--- src/rtl/ps2_rx_fifo.sv ---
// ps2_rx_fifo: PS/2 frame receiver with parity/stop/watchdog checks, E0/F0 prefix folding and a FWFT code FIFO.
module ps2_rx_fifo #(
    parameter int SYNC_STAGES    = 3,
    parameter int FIFO_DEPTH     = 8,
    parameter int TIMEOUT_CYCLES = 100000,
    parameter bit DECODE_PREFIX  = 1'b1
) (
    input  logic                          i_clk,
    input  logic                          i_rst_n,
    input  logic                          i_ps2_clk,
    input  logic                          i_ps2_data,
    output logic [7:0]                    o_rd_data,
    output logic                          o_rd_ext,
    output logic                          o_rd_release,
    output logic                          o_rd_valid,
    input  logic                          i_rd_ready,
    output logic [$clog2(FIFO_DEPTH):0]   o_fifo_count,
    output logic                          o_parity_err,
    output logic                          o_frame_err,
    output logic                          o_overflow
);

    localparam int AW = $clog2(FIFO_DEPTH);
    localparam int CW = AW + 1;
    localparam int WW = $clog2(TIMEOUT_CYCLES);

    typedef enum logic [1:0] {S_IDLE, S_DATA, S_PARITY, S_STOP} state_t;

    state_t                 r_state;
    state_t                 w_next;
    logic [SYNC_STAGES-1:0] r_clk_sync;
    logic [SYNC_STAGES-1:0] r_data_sync;
    logic [7:0]             r_shift;
    logic [2:0]             r_bitcnt;
    logic                   r_par;
    logic [WW-1:0]          r_wd;
    logic                   r_ext_pend;
    logic                   r_rel_pend;
    logic [9:0]             r_mem [FIFO_DEPTH];
    logic [AW-1:0]          r_wr_ptr;
    logic [AW-1:0]          r_rd_ptr;
    logic [CW-1:0]          r_count;

    logic          w_fall;
    logic          w_bit;
    logic [WW-1:0] w_wd_inc;
    logic          w_timeout;
    logic          w_stop_edge;
    logic          w_par_ok;
    logic          w_good;
    logic          w_is_e0;
    logic          w_is_f0;
    logic          w_push;
    logic          w_clr_pend;
    logic          w_pop;
    logic          w_full;
    logic          w_wr;
    logic [9:0]    w_head;

    always_ff @(posedge i_clk or negedge i_rst_n) begin
        if (!i_rst_n) begin
            r_clk_sync  <= '1;
            r_data_sync <= '1;
        end else begin
            r_clk_sync  <= {r_clk_sync[SYNC_STAGES-2:0], i_ps2_clk};
            r_data_sync <= {r_data_sync[SYNC_STAGES-2:0], i_ps2_data};
        end
    end

    // Oldest stage still high while the one behind it has gone low.
    assign w_fall = r_clk_sync[SYNC_STAGES-1] & ~r_clk_sync[SYNC_STAGES-2];
    assign w_bit  = r_data_sync[SYNC_STAGES-1];

    // Timeout fires in the cycle the counter would reach TIMEOUT_CYCLES-1.
    assign w_wd_inc  = r_wd + 1'b1;
    assign w_timeout = (r_state != S_IDLE) && !w_fall && (w_wd_inc == WW'(TIMEOUT_CYCLES - 1));

    always_ff @(posedge i_clk or negedge i_rst_n) begin
        if (!i_rst_n)
            r_state <= S_IDLE;
        else
            r_state <= w_next;
    end

    always_comb begin
        w_next = r_state;
        if (w_timeout)
            w_next = S_IDLE;
        else if (w_fall) begin
            case (r_state)
                S_IDLE:   w_next = w_bit ? S_IDLE : S_DATA;
                S_DATA:   w_next = (r_bitcnt == 3'd7) ? S_PARITY : S_DATA;
                S_PARITY: w_next = S_STOP;
                S_STOP:   w_next = S_IDLE;
            endcase
        end
    end

    always_comb begin
        w_stop_edge  = w_fall && (r_state == S_STOP);
        w_par_ok     = ^{r_shift, r_par};
        w_good       = w_stop_edge && w_par_ok && w_bit;
        w_is_e0      = DECODE_PREFIX && (r_shift == 8'hE0);
        w_is_f0      = DECODE_PREFIX && (r_shift == 8'hF0);
        w_push       = w_good && !w_is_e0 && !w_is_f0;
        o_parity_err = w_stop_edge && !w_par_ok;
        o_frame_err  = (w_stop_edge && w_par_ok && !w_bit) || w_timeout;
        w_clr_pend   = o_parity_err || o_frame_err || w_push;
    end

    always_ff @(posedge i_clk or negedge i_rst_n) begin
        if (!i_rst_n) begin
            r_shift  <= '0;
            r_bitcnt <= '0;
            r_par    <= 1'b0;
            r_wd     <= '0;
        end else begin
            r_wd <= (r_state == S_IDLE || w_fall || w_timeout) ? '0 : w_wd_inc;
            if (w_fall && r_state == S_IDLE)
                r_bitcnt <= '0;
            if (w_fall && r_state == S_DATA) begin
                r_shift  <= {w_bit, r_shift[7:1]};
                r_bitcnt <= r_bitcnt + 3'd1;
            end
            if (w_fall && r_state == S_PARITY)
                r_par <= w_bit;
        end
    end

    always_ff @(posedge i_clk or negedge i_rst_n) begin
        if (!i_rst_n) begin
            r_ext_pend <= 1'b0;
            r_rel_pend <= 1'b0;
        end else if (w_clr_pend) begin
            r_ext_pend <= 1'b0;
            r_rel_pend <= 1'b0;
        end else if (w_good) begin
            r_ext_pend <= r_ext_pend | w_is_e0;
            r_rel_pend <= r_rel_pend | w_is_f0;
        end
    end

    assign w_pop      = o_rd_valid && i_rd_ready;
    assign w_full     = (r_count == CW'(FIFO_DEPTH));
    assign w_wr       = w_push && (!w_full || w_pop);
    assign o_overflow = w_push && w_full && !w_pop;

    always_ff @(posedge i_clk) begin
        if (w_wr)
            r_mem[r_wr_ptr] <= {r_ext_pend, r_rel_pend, r_shift};
    end

    always_ff @(posedge i_clk or negedge i_rst_n) begin
        if (!i_rst_n) begin
            r_wr_ptr <= '0;
            r_rd_ptr <= '0;
            r_count  <= '0;
        end else begin
            r_wr_ptr <= w_wr ? r_wr_ptr + 1'b1 : r_wr_ptr;
            r_rd_ptr <= w_pop ? r_rd_ptr + 1'b1 : r_rd_ptr;
            r_count  <= (w_wr && !w_pop) ? r_count + 1'b1 :
                        (w_pop && !w_wr) ? r_count - 1'b1 : r_count;
        end
    end

    always_comb begin
        w_head       = r_mem[r_rd_ptr];
        o_rd_valid   = (r_count != '0);
        o_rd_data    = o_rd_valid ? w_head[7:0] : 8'h00;
        o_rd_ext     = o_rd_valid && w_head[9];
        o_rd_release = o_rd_valid && w_head[8];
        o_fifo_count = r_count;
    end

endmodule

--- config.mk ---
export PLATFORM = sky130hd
export DESIGN_NAME = ps2_rx_fifo
export DESIGN_NICKNAME = d
export VERILOG_FILES = /design/src/rtl/ps2_rx_fifo.sv
export SDC_FILE = /design/constraint.sdc
export NUM_CORES = 1
export LEC_CHECK = 0
export ABC_AREA = 1
export BUFFER_PORTS_ARGS = -buffer_cell sky130_fd_sc_hd__buf_2
export CORE_AREA = 2 2 119 132
export CTS_BUF_LIST = sky130_fd_sc_hd__clkbuf_8
export DETAILED_ROUTE_END_ITERATION = 16
export DIE_AREA = 0 0 121 134
export GPL_ROUTABILITY_DRIVEN = 0
export SLEW_MARGIN = 25
export SYNTH_ARGS = -nofsm -noshare
export SYNTH_HDL_FRONTEND = slang
export SYNTH_SLANG_ARGS = --single-unit
--- constraint.sdc ---
create_clock -name i_clk -period 2.82 [get_ports i_clk]
set_input_delay 0.564 -clock i_clk [delete_from_list [all_inputs] [get_ports i_clk]]
set_output_delay 0.564 -clock i_clk [all_outputs]
set_load 0.02 [all_outputs]
**Word-level counts from Yosys, hierarchy flattened**

Memories as Yosys holds them, arrays and structs flattened.
Cells that the tools add are included.

- Memory bits (writable): 80
- Word-level logic and storage cells: 90
- Memories: 1
- Register bits: 49

Memories:

| name | depth | bits a word | read ports | clocked after memory_dff | wr ports | RTL line | text |
|---|---|---|---|---|---|---|---|
| r_mem | 8 | 10 | 1 | 0 | 1 | 39 | `logic [9:0] r_mem [FIFO_DEPTH];` |

- Add/sub/neg operators: 6
- Bitwise operators: 4
- Reduce and logical (&&, ||, !) cells: 42
- Equality and inequality tests: 8
- Muxes and demuxes: 17

Operators by type and width:

| cell | count |
|---|---|
| logical AND 1 bit | 20 |
| adder 17 x 1 -> 17 bit (second input constant) | 1 |
| == test 17 bit (second input constant) | 1 |
| 2-to-1 mux 17 bit | 1 |
| == test 8 bit (second input constant) | 2 |
| nonzero test 2 bit | 5 |
| adder 3 x 1 -> 3 bit (second input constant) | 3 |
| parity 9 bit | 1 |
| logical NOT 1 bit | 8 |
| 2-to-1 mux 4 bit | 2 |
| 2-to-1 mux 8 bit | 1 |
| case mux 2 bit (4 select lines) | 1 |
| 2-to-1 mux 1 bit | 7 |
| logical OR 1 bit | 6 |
| 2-to-1 mux 2 bit | 3 |
| 2-to-1 mux 3 bit | 2 |
| adder 4 x 1 -> 4 bit (second input constant) | 1 |
| == test 2 bit (second input constant) | 2 |
| == test 4 bit (second input constant) | 1 |
| nonzero test 4 bit | 1 |
| subtractor 4 x 1 -> 4 bit (second input constant) | 1 |
| == test 3 bit (second input constant) | 1 |
| == test 2 x 1 -> 1 bit (second input constant) | 1 |
| logical NOT 2 bit | 1 |
| 3 further kinds | 4 |

**Longest topological paths before layout**

Gate-level depths: netlist of the first run.

- Depth after elaboration: 12
- Gate-level depth with buffers: 21

**Least setup slack after synthesis of the first run**

No wires, ideal clock.

- Kind: register to register
- Start: reg r_shift[6]
- End: reg r_count[3], in the netlist o_fifo_count[3]
- Required time: 2.688 ns
- Path slack: 0.157 ns
- Clock period less this slack: 2.663 ns
- Library setup time: 0.132 ns
- Data arrival time: 2.531 ns
- Stages on the path, launching flop included: 21
- Cell sequence: dfrtp_1 -> nand2_1 -> inv_1 -> nor2_1 -> nand2_1 -> nand2_1 -> nand2_1 -> nand2_1 -> nand2_1 -> nand2_2 -> nand4_2 -> nor2_4 -> ha_1 -> inv_1 -> ha_1 -> a21o_1 -> a21oi_1 -> nand2_1 -> nand2_1 -> nor2_1 -> xor2_1

- Word-level cells in the longest chain between the ends: 9
- Elaborated cells on any way between the ends: 15

RTL lines:

| what | RTL line | text |
|---|---|---|
| start, declared | 33 | `logic [7:0] r_shift;` |
| start signal, assigned | 122 | `r_shift <= {w_bit, r_shift[7:1]};` |
| parity 9 bit | 101 | `w_par_ok = ^{r_shift, r_par};` |
| logical AND 1 bit (2 in series) | 102 | `w_good = w_stop_edge && w_par_ok && w_bit;` |
| logical AND 1 bit | 105 | `w_push = w_good && !w_is_e0 && !w_is_f0;` |
| logical AND 1 bit (*) | 105 |  |
| logical AND 1 bit (*) | 145 | `assign w_wr = w_push && (!w_full \|\| w_pop);` |
| named net w_wr | 57 | `logic w_wr;` |
| logical NOT 1 bit | 162 | `(w_pop && !w_wr) ? r_count - 1'b1 : r_count;` |
| logical AND 1 bit | 162 |  |
| nonzero test 2 bit (no line) | - |  |
| end signal, assigned | 161 | `r_count <= (w_wr && !w_pop) ? r_count + 1'b1 :` |
| end, declared | 42 | `logic [CW-1:0] r_count;` |

Mark *: on every way through the listed nets, which the timed path passes. The rest lies on a longest branch.
A chain may end at the register's enable or synchronous reset.

**Final worst setup path of the first run**

- Start: reg r_wd[1]
- End: out o_frame_err

- Word-level cells in the longest chain between the ends: 4

RTL lines:

| what | RTL line | text |
|---|---|---|
| start, declared | 36 | `logic [WW-1:0] r_wd;` |
| start signal, assigned | 118 | `r_wd <= (r_state == S_IDLE \|\| w_fall \|\| w_timeout) ? '0 : w_wd_inc;` |
| adder 17 x 1 -> 17 bit | 75 | `assign w_wd_inc = r_wd + 1'b1;` |
| == test 17 bit | 76 | `assign w_timeout = (r_state != S_IDLE) && !w_fall && (w_wd_inc == WW'(TIMEOUT_CYCLES - 1));` |
| logical AND 1 bit | 76 |  |
| logical OR 1 bit | 107 | `o_frame_err = (w_stop_edge && w_par_ok && !w_bit) \|\| w_timeout;` |
| end, declared | 19 | `output logic o_frame_err,` |

Every way passes these cells.

==> flow_summary.toml, run 1 <==
[grt]
gr-total-overflow = 0
grt_pass1_vias = 4198
antenna_found_initial = 0
grt_pass1_wl_mm = 20.49
grtUsageTotal_pct = 16.55
grt_max_degree = 29

[synthesis]
synth.avg_cell_area_um2 = 9.920
synth_nets = 602
syn_area_mm2 = 0.005823
synth_cell_types = 36
yosys-top-cells-count = "112 x nand2_1, 105 x nor2_1, 80 x edfxtp_1"
synth-edff-count = 80
ys_ff_latch = 129
syn_inst = 587
synth_top_cell_by_area = "edfxtp_1"
yosys.area.top_type_share_pct = 41.25
synth_flop_cell = "edfxtp_1"
yosys_warnings = 0
async_reset_ff_share_pct = 37.98
yosysMostFrequentCell = "nand2_1"
yosysSeqAreaShare_pct = 62.44
synth.area.top_cells = "edfxtp_1 41%, dfrtp_1 18%, nand2_1 7.2%"

[route]
wl_per_cell_um = 14.54
drc = 0
vias = 4269
drt_pre_antenna_iters = 5
wirelength_mm = 12.53
ant_nets = 0
viasPerCell = 4.952
initialDrtViolationCount = 258

[worst_setup_path]
crit_path_top_delay_cell = "dfrtp_2"
critPathMaxFanout = 5
ff2ff_setup_slack_ns = 0.15
critical-path-top-delay-family = "simple AND/OR/NAND/NOR gates"
cp_num_buf_inv = 1
cpPeakStageDelay_ns = 0.42
crit_type = "flop to primary output"
crit_cells = 12
reg2reg_to = "o_fifo_count[3]$_DFFE_PN0P_"
reg2regPathDepth = 20
required_ns = 2.26
endpoint = "o_frame_err"
path_cells = "ha_4 -> nand3_4 -> nor2_4 -> nand2_1 -> nand2_1 -> nand2_1 -> nor2_1 -> nand2_1 -> nor2_2 -> nand4_1 -> nand2_1 -> buf_6"
r2r-start = "r_shift[6]$_DFFE_PN0P_"
crit_arrival_ns = 2.20
worstSetupEndpointType = "primary output"
cpMostUsedCell = "nand2_1"
crit_start = "r_wd[1]$_DFF_PN0_"
cp-start-kind = "flop"

[finish]
layout.nets = 668
antennaDiodeCount = 0
finalNonFillerCells = 862
drive_gt1_share_pct = 20.72
area_delta_synth_final_pct = 18.41

[worst_hold_path]
hold_class = "input pin to flop"

[clock_tree]
clk_latency_ns = 0.45
cts_tree = "done"
htree_levels = 4
path_clk_slew_ns = 0.08
root_buffer = "clkbuf_8"
clock_sinks = 129
cts_made_buffers = 17
cts.path.max_buffers = 2

[sta]
hold_violations = 0
fin_crit_sh_pct = 97.87
final-setup-viol-count = 0
setup_slack_ns = 0.06014
tightestPinTransition_ns = 0.4307
whs_ns = 0.2099
maxSlewHeadroom_pct = 71.25
min_period_ns = 2.760
rsz0062_at_grt = "yes"
fmax_mhz = 362.3
maxSlewViolCount = 0
clock-skew-final_ns = 0.01205

[floorplanning]
die_w_um = 121
start_util_pct = 39.14
num_rows = 47
core_mm2 = 0.01488
dieArea_mm2 = 0.01621
dieHeight_um = 134
pin_count = 23

[placement]
io_buffers = 22
place_worst_setup_slack_ns = 0.09741
dpl.cell_count = 816
hpwl_mm = 8.209

[run_status]
status = "finished clean"

[pwr]
peakVddDrop_mv = 0.4197
finalPower_mw = 6.043
power.leakage_nw = 2.809
p_per_area_mw_per_mm2 = 876.4

[job]
maxCapViolations = 0
## placed cells by master, fill, tap and decap left out, types with 4 or more instances in the layout
master and instances:
inv_6 5, nand2_2 5, buf_4 41, a21oi_1 6
clkbuf_8 17, edfxtp_1 80, ha_1 6, nand2_1 111
o22ai_1 11, nor2_2 8, a31oi_1 10, nand3_1 16
buf_2 20, dfrtp_1 40, inv_1 49, nand3b_1 4
nor2_4 5, nand4_1 9, dfstp_2 6, nor2_1 102
o21ai_0 63
## worst min path at each step
stage	endpoint	start	slack [ns]	cells past startpoint
final	r_clk_sync[0]$_DFF_PN1_	i_ps2_clk	0.21	1
after global routing	r_data_sync[0]$_DFF_PN1_	i_ps2_data	0.17	1
after CTS	r_data_sync[0]$_DFF_PN1_	i_ps2_data	0.18	1
after detailed placement	r_data_sync[2]$_DFF_PN1_	r_data_sync[1]$_DFF_PN1_	0.35	0
after global placement	r_data_sync[2]$_DFF_PN1_	r_data_sync[1]$_DFF_PN1_	0.35	0
after floorplan	o_fifo_count[0]$_DFFE_PN0P_	i_rst_n	0.27	0
## stage by stage
step / setup TNS (ns) / instance area (um^2) / util (%)
finish: 0 / 6895 / 46.35
global route: -0.1732 / 6895 / 46.35
CTS: -0.004778 / 6745 / 45.34
detailed placement: 0 / 6321 / 42.49
global placement: 0 / 6321 / 42.49
floorplan: 0 / 5823 / -
## layer usage
metal	vias up	GRT usage, %	part of all wire, %
li1	2113	-	-
met1	2057	20.37	43
met2	83	27.90	51
met3	16	4.847	4.5
met4	0	5.426	1.5
met5	-	0	0
## report_power, final
part	total, mW	switching [mW]	internal (mW)
clock	1.46	0.757	0.702
combinational	2.20	1.42	0.780
sequential	2.38	0.143	2.24
## cell families after synthesis
logic type / share of synthesized area, %
simple gates: 20.33
flops: 62.44
compound gates: 9.476
buf+inv: 4.577
fa+ha+maj: 2.278
xor+xnor: 0.9026
## state kept, by name (all words and copies together) (netlist names)
register and cells:
r_shift 8, r_data_sync 3, r_mem 80, r_wd 17
r_par 1, r_state 2, r_ext_pend 1, r_rel_pend 1
o_fifo_count 4, r_clk_sync 3, r_bitcnt 3, r_rd_ptr 3
r_wr_ptr 3
## repair_timing
item                       in CTS  in global routing
setup endpoints to repair       2                  3
hold buffers                    1                  0
gates resized for setup         7                 20
cloned                          0                  0
setup buffers                   3                 10
hold endpoints to repair        4                  0
pin swaps                       0                 16
## area by class of cell
cell class              count  area [um^2]
fillers                  1383         7983
flip-flops and latches    129         3640
multi-input cells         389         1998
repair buffers             65        451.7
well taps                 196        245.2
clock buffers              17        234.0
inverters                  51        193.9
clock inverters            15        132.6
No activity file was read; power rests on OpenSTA's default activity.
==> inputs of run 2 (changes only) <==
--- a/config.mk
+++ b/config.mk
@@ -12,6 +12,7 @@
 export DETAILED_ROUTE_END_ITERATION = 16
 export DIE_AREA = 0 0 121 134
 export GPL_ROUTABILITY_DRIVEN = 0
+export REMOVE_ABC_BUFFERS = 1
 export SLEW_MARGIN = 25
 export SYNTH_ARGS = -nofsm -noshare
 export SYNTH_HDL_FRONTEND = slang
==> run 2 against run 1 <==
  * Combinational power about the same
  * Maximum frequency increased by 0.74%
  * Via count up 0.33%
  * Hold slack worse by 0.0057 ns
  * Critical endpoint unchanged
  * Clock power decreased by 5%
  * Final cell count rose by 0.58%
  * Cell area rose by 1.1%
  * Critical path type unchanged
  * Worst setup slack improved by 0.020 ns
  * Clock-buffer cell count did not move
  * Global-route usage about the same
  * Largest cell class unchanged
  * Critical path depth shrank 1
  * Utilization grew 0.50 points
  * Largest power group unchanged
==> flow_summary.toml, run 2 (synthesis results as in run 1) <==
[run_status]
status = "finished clean"

[job]
maxCapViolations = 0

[floorplanning]
core_mm2 = 0.01488
num_rows = 47
pin_count = 23
dieHeight_um = 134
start_util_pct = 39.14
die_w_um = 121
dieArea_mm2 = 0.01621

[finish]
regArea_mm2 = 0.003640
final_common_cell = "nand2_1"
final_cell_mix = "106 x nand2_1, 100 x nor2_1, 80 x edfxtp_1, 63 x o21ai_0, 46 x inv_1"
largest_register_ffs = 80
multi_input_area_mm2 = 0.002046
largest_register = "r_mem"
layout.nets = 673
area_delta_synth_final_pct = 19.70
fin_util_pct = 46.85
antennaDiodeCount = 0
fill_cells = 1372
drive_gt1_share_pct = 22.95
top_regs = "r_mem (80), r_wd (17), r_shift (8)"
final_area_mm2 = 0.006970

[pwr]
p_per_area_mw_per_mm2 = 850.6
peakVddDrop_mv = 0.3148
power.leakage_nw = 2.837
finalPower_mw = 5.929

[route]
wirelength_mm = 12.53
initialDrtViolationCount = 306
drc = 0
ant_nets = 0
vias = 4283
wl_per_cell_um = 14.45
viasPerCell = 4.940
drt_pre_antenna_iters = 4

[clock_tree]
htree_levels = 4
clock_sinks = 129
path_clk_slew_ns = 0.08
cts_tree = "done"
cts.path.max_buffers = 2
root_buffer = "clkbuf_8"
clk_latency_ns = 0.45
cts_made_buffers = 17

[grt]
gr-total-overflow = 0
grtUsageTotal_pct = 16.54
grt_max_degree = 43
grt_pass1_vias = 4178
grt_pass1_wl_mm = 20.73
antenna_found_initial = 0

[worst_setup_path]
reg2reg_to = "o_fifo_count[3]$_DFFE_PN0P_"
cp-start-kind = "flop"
cpPeakStageDelay_ns = 0.43
required_ns = 2.26
crit_cells = 11
crit_type = "flop to primary output"
critPathMaxFanout = 4
endpoint = "o_frame_err"
worstSetupEndpointType = "primary output"
path_cells = "buf_6 -> nand2_4 -> nor2_4 -> buf_4 -> nand3b_1 -> nand2_1 -> nand3_2 -> nor2_4 -> nand4_1 -> nand2_1 -> buf_6"
crit_start = "r_wd[1]$_DFF_PN0_"
critical-path-top-delay-family = "simple AND/OR/NAND/NOR gates"
r2r-start = "r_shift[5]$_DFFE_PN0P_"
ff2ff_setup_slack_ns = 0.15
reg2regPathDepth = 19
crit_arrival_ns = 2.18
cp_num_buf_inv = 3
crit_path_top_delay_cell = "dfrtp_2"

[sta]
fin_crit_sh_pct = 97.15
final-setup-viol-count = 0
maxSlewHeadroom_pct = 54.76
finalSetupTns_ns = 0
rsz0062_at_grt = "yes"
maxSlewViolCount = 0
fmax_mhz = 365.0
hold_violations = 0
clock-skew-final_ns = 0.008452
min_period_ns = 2.739
tightestPinTransition_ns = 0.6778

[placement]
placed_area_mm2 = 0.006321
io_buffers = 22
hpwl_mm = 8.031

[worst_hold_path]
hold_class = "input pin to flop"
[run 2: changes by cell type in the layout (fill, tap and decap cells not counted), sizes merged]
cell	previous run	this run
clkinvlp	2	3
inv	57	54
bufinv	1	0
clkinv	6	9
buf	64	69
[run 2: worst reg2reg max path, stage by stage (launching register included)]
cell and delay, ns:
dfrtp_1 0.40, nor2_1 0.17, inv_1 0.06, nand2_1 0.08, nand2_1 0.07, nand2_1 0.06, nand2_1 0.06, nand2_1 0.05
nand2_1 0.05, nand2_2 0.12, nand4_4 0.11, nor2_4 0.14, ha_4 0.16, inv_1 0.08, ha_1 0.28, a21o_1 0.19
a21oi_2 0.13, nor2_1 0.06, nor2_1 0.14, xor2_1 0.18
[run 2: area by class of cell]
cell class / instances / area share (%)
Sequential cell: 129 / 52.22
Clock inverter: 15 / 1.651
Multi-Input combinational cell: 389 / 29.35
Tap cell: 196 / 3.518
Inverter: 51 / 2.836
Clock buffer: 17 / 3.357
Timing Repair Buffer: 70 / 7.072
[run 2: power by group]
group	internal [mW]	leakage [nW]	switching, mW
registers	2.24	1.38	0.137
clock network	0.613	0.176	0.775
logic	0.755	1.28	1.41
[run 2: routing by layer]
metal  wire length, um  vias to the layer above  share of wire [%]  track usage (%)
li1                  -                     2129                  -                -
met1              5561                     2058                 44            20.05
met2              6314                       71                 50            27.84
met3               384                       25                3.1            4.294
met4               264                        0                2.1            7.041
met5                 0                        -                  0                0
[run 2: how the worst min path moves through the flow]
stage	from	end	slack, ns	cells past startpoint
after detailed placement	r_clk_sync[0]$_DFF_PN1_	r_clk_sync[1]$_DFF_PN1_	0.35	0
after global placement	r_data_sync[1]$_DFF_PN1_	r_data_sync[2]$_DFF_PN1_	0.35	0
after floorplan	i_rst_n	o_fifo_count[0]$_DFFE_PN0P_	0.27	0
after global routing	i_ps2_clk	r_clk_sync[0]$_DFF_PN1_	0.17	1
after CTS	i_ps2_clk	r_clk_sync[0]$_DFF_PN1_	0.17	1
final	i_ps2_clk	r_clk_sync[0]$_DFF_PN1_	0.20	1
[run 2: per-stage QoR]
| step | setup WS, ns | hold slack (ns) | std cells |
|---|---|---|---|
| floorplan | 0.1569 | 0.2684 | 569 |
| global placement | 0.2267 | 0.3460 | 816 |
| detailed placement | 0.03456 | 0.3473 | 816 |
| CTS | 0.003199 | 0.1683 | 860 |
| global route | -0.08727 | 0.1705 | 867 |
| finish | 0.08050 | 0.2042 | 867 |
[run 2: timing repair]
| item | in CTS | in global routing |
|---|---|---|
| buffers inserted | 11 | 8 |
| pin swaps | 6 | 21 |
| gates resized for setup | 9 | 34 |
| setup endpoints to repair | 1 | 13 |
| hold buffers | 1 | 0 |
| endpoints found under the hold margin | 9 | 0 |
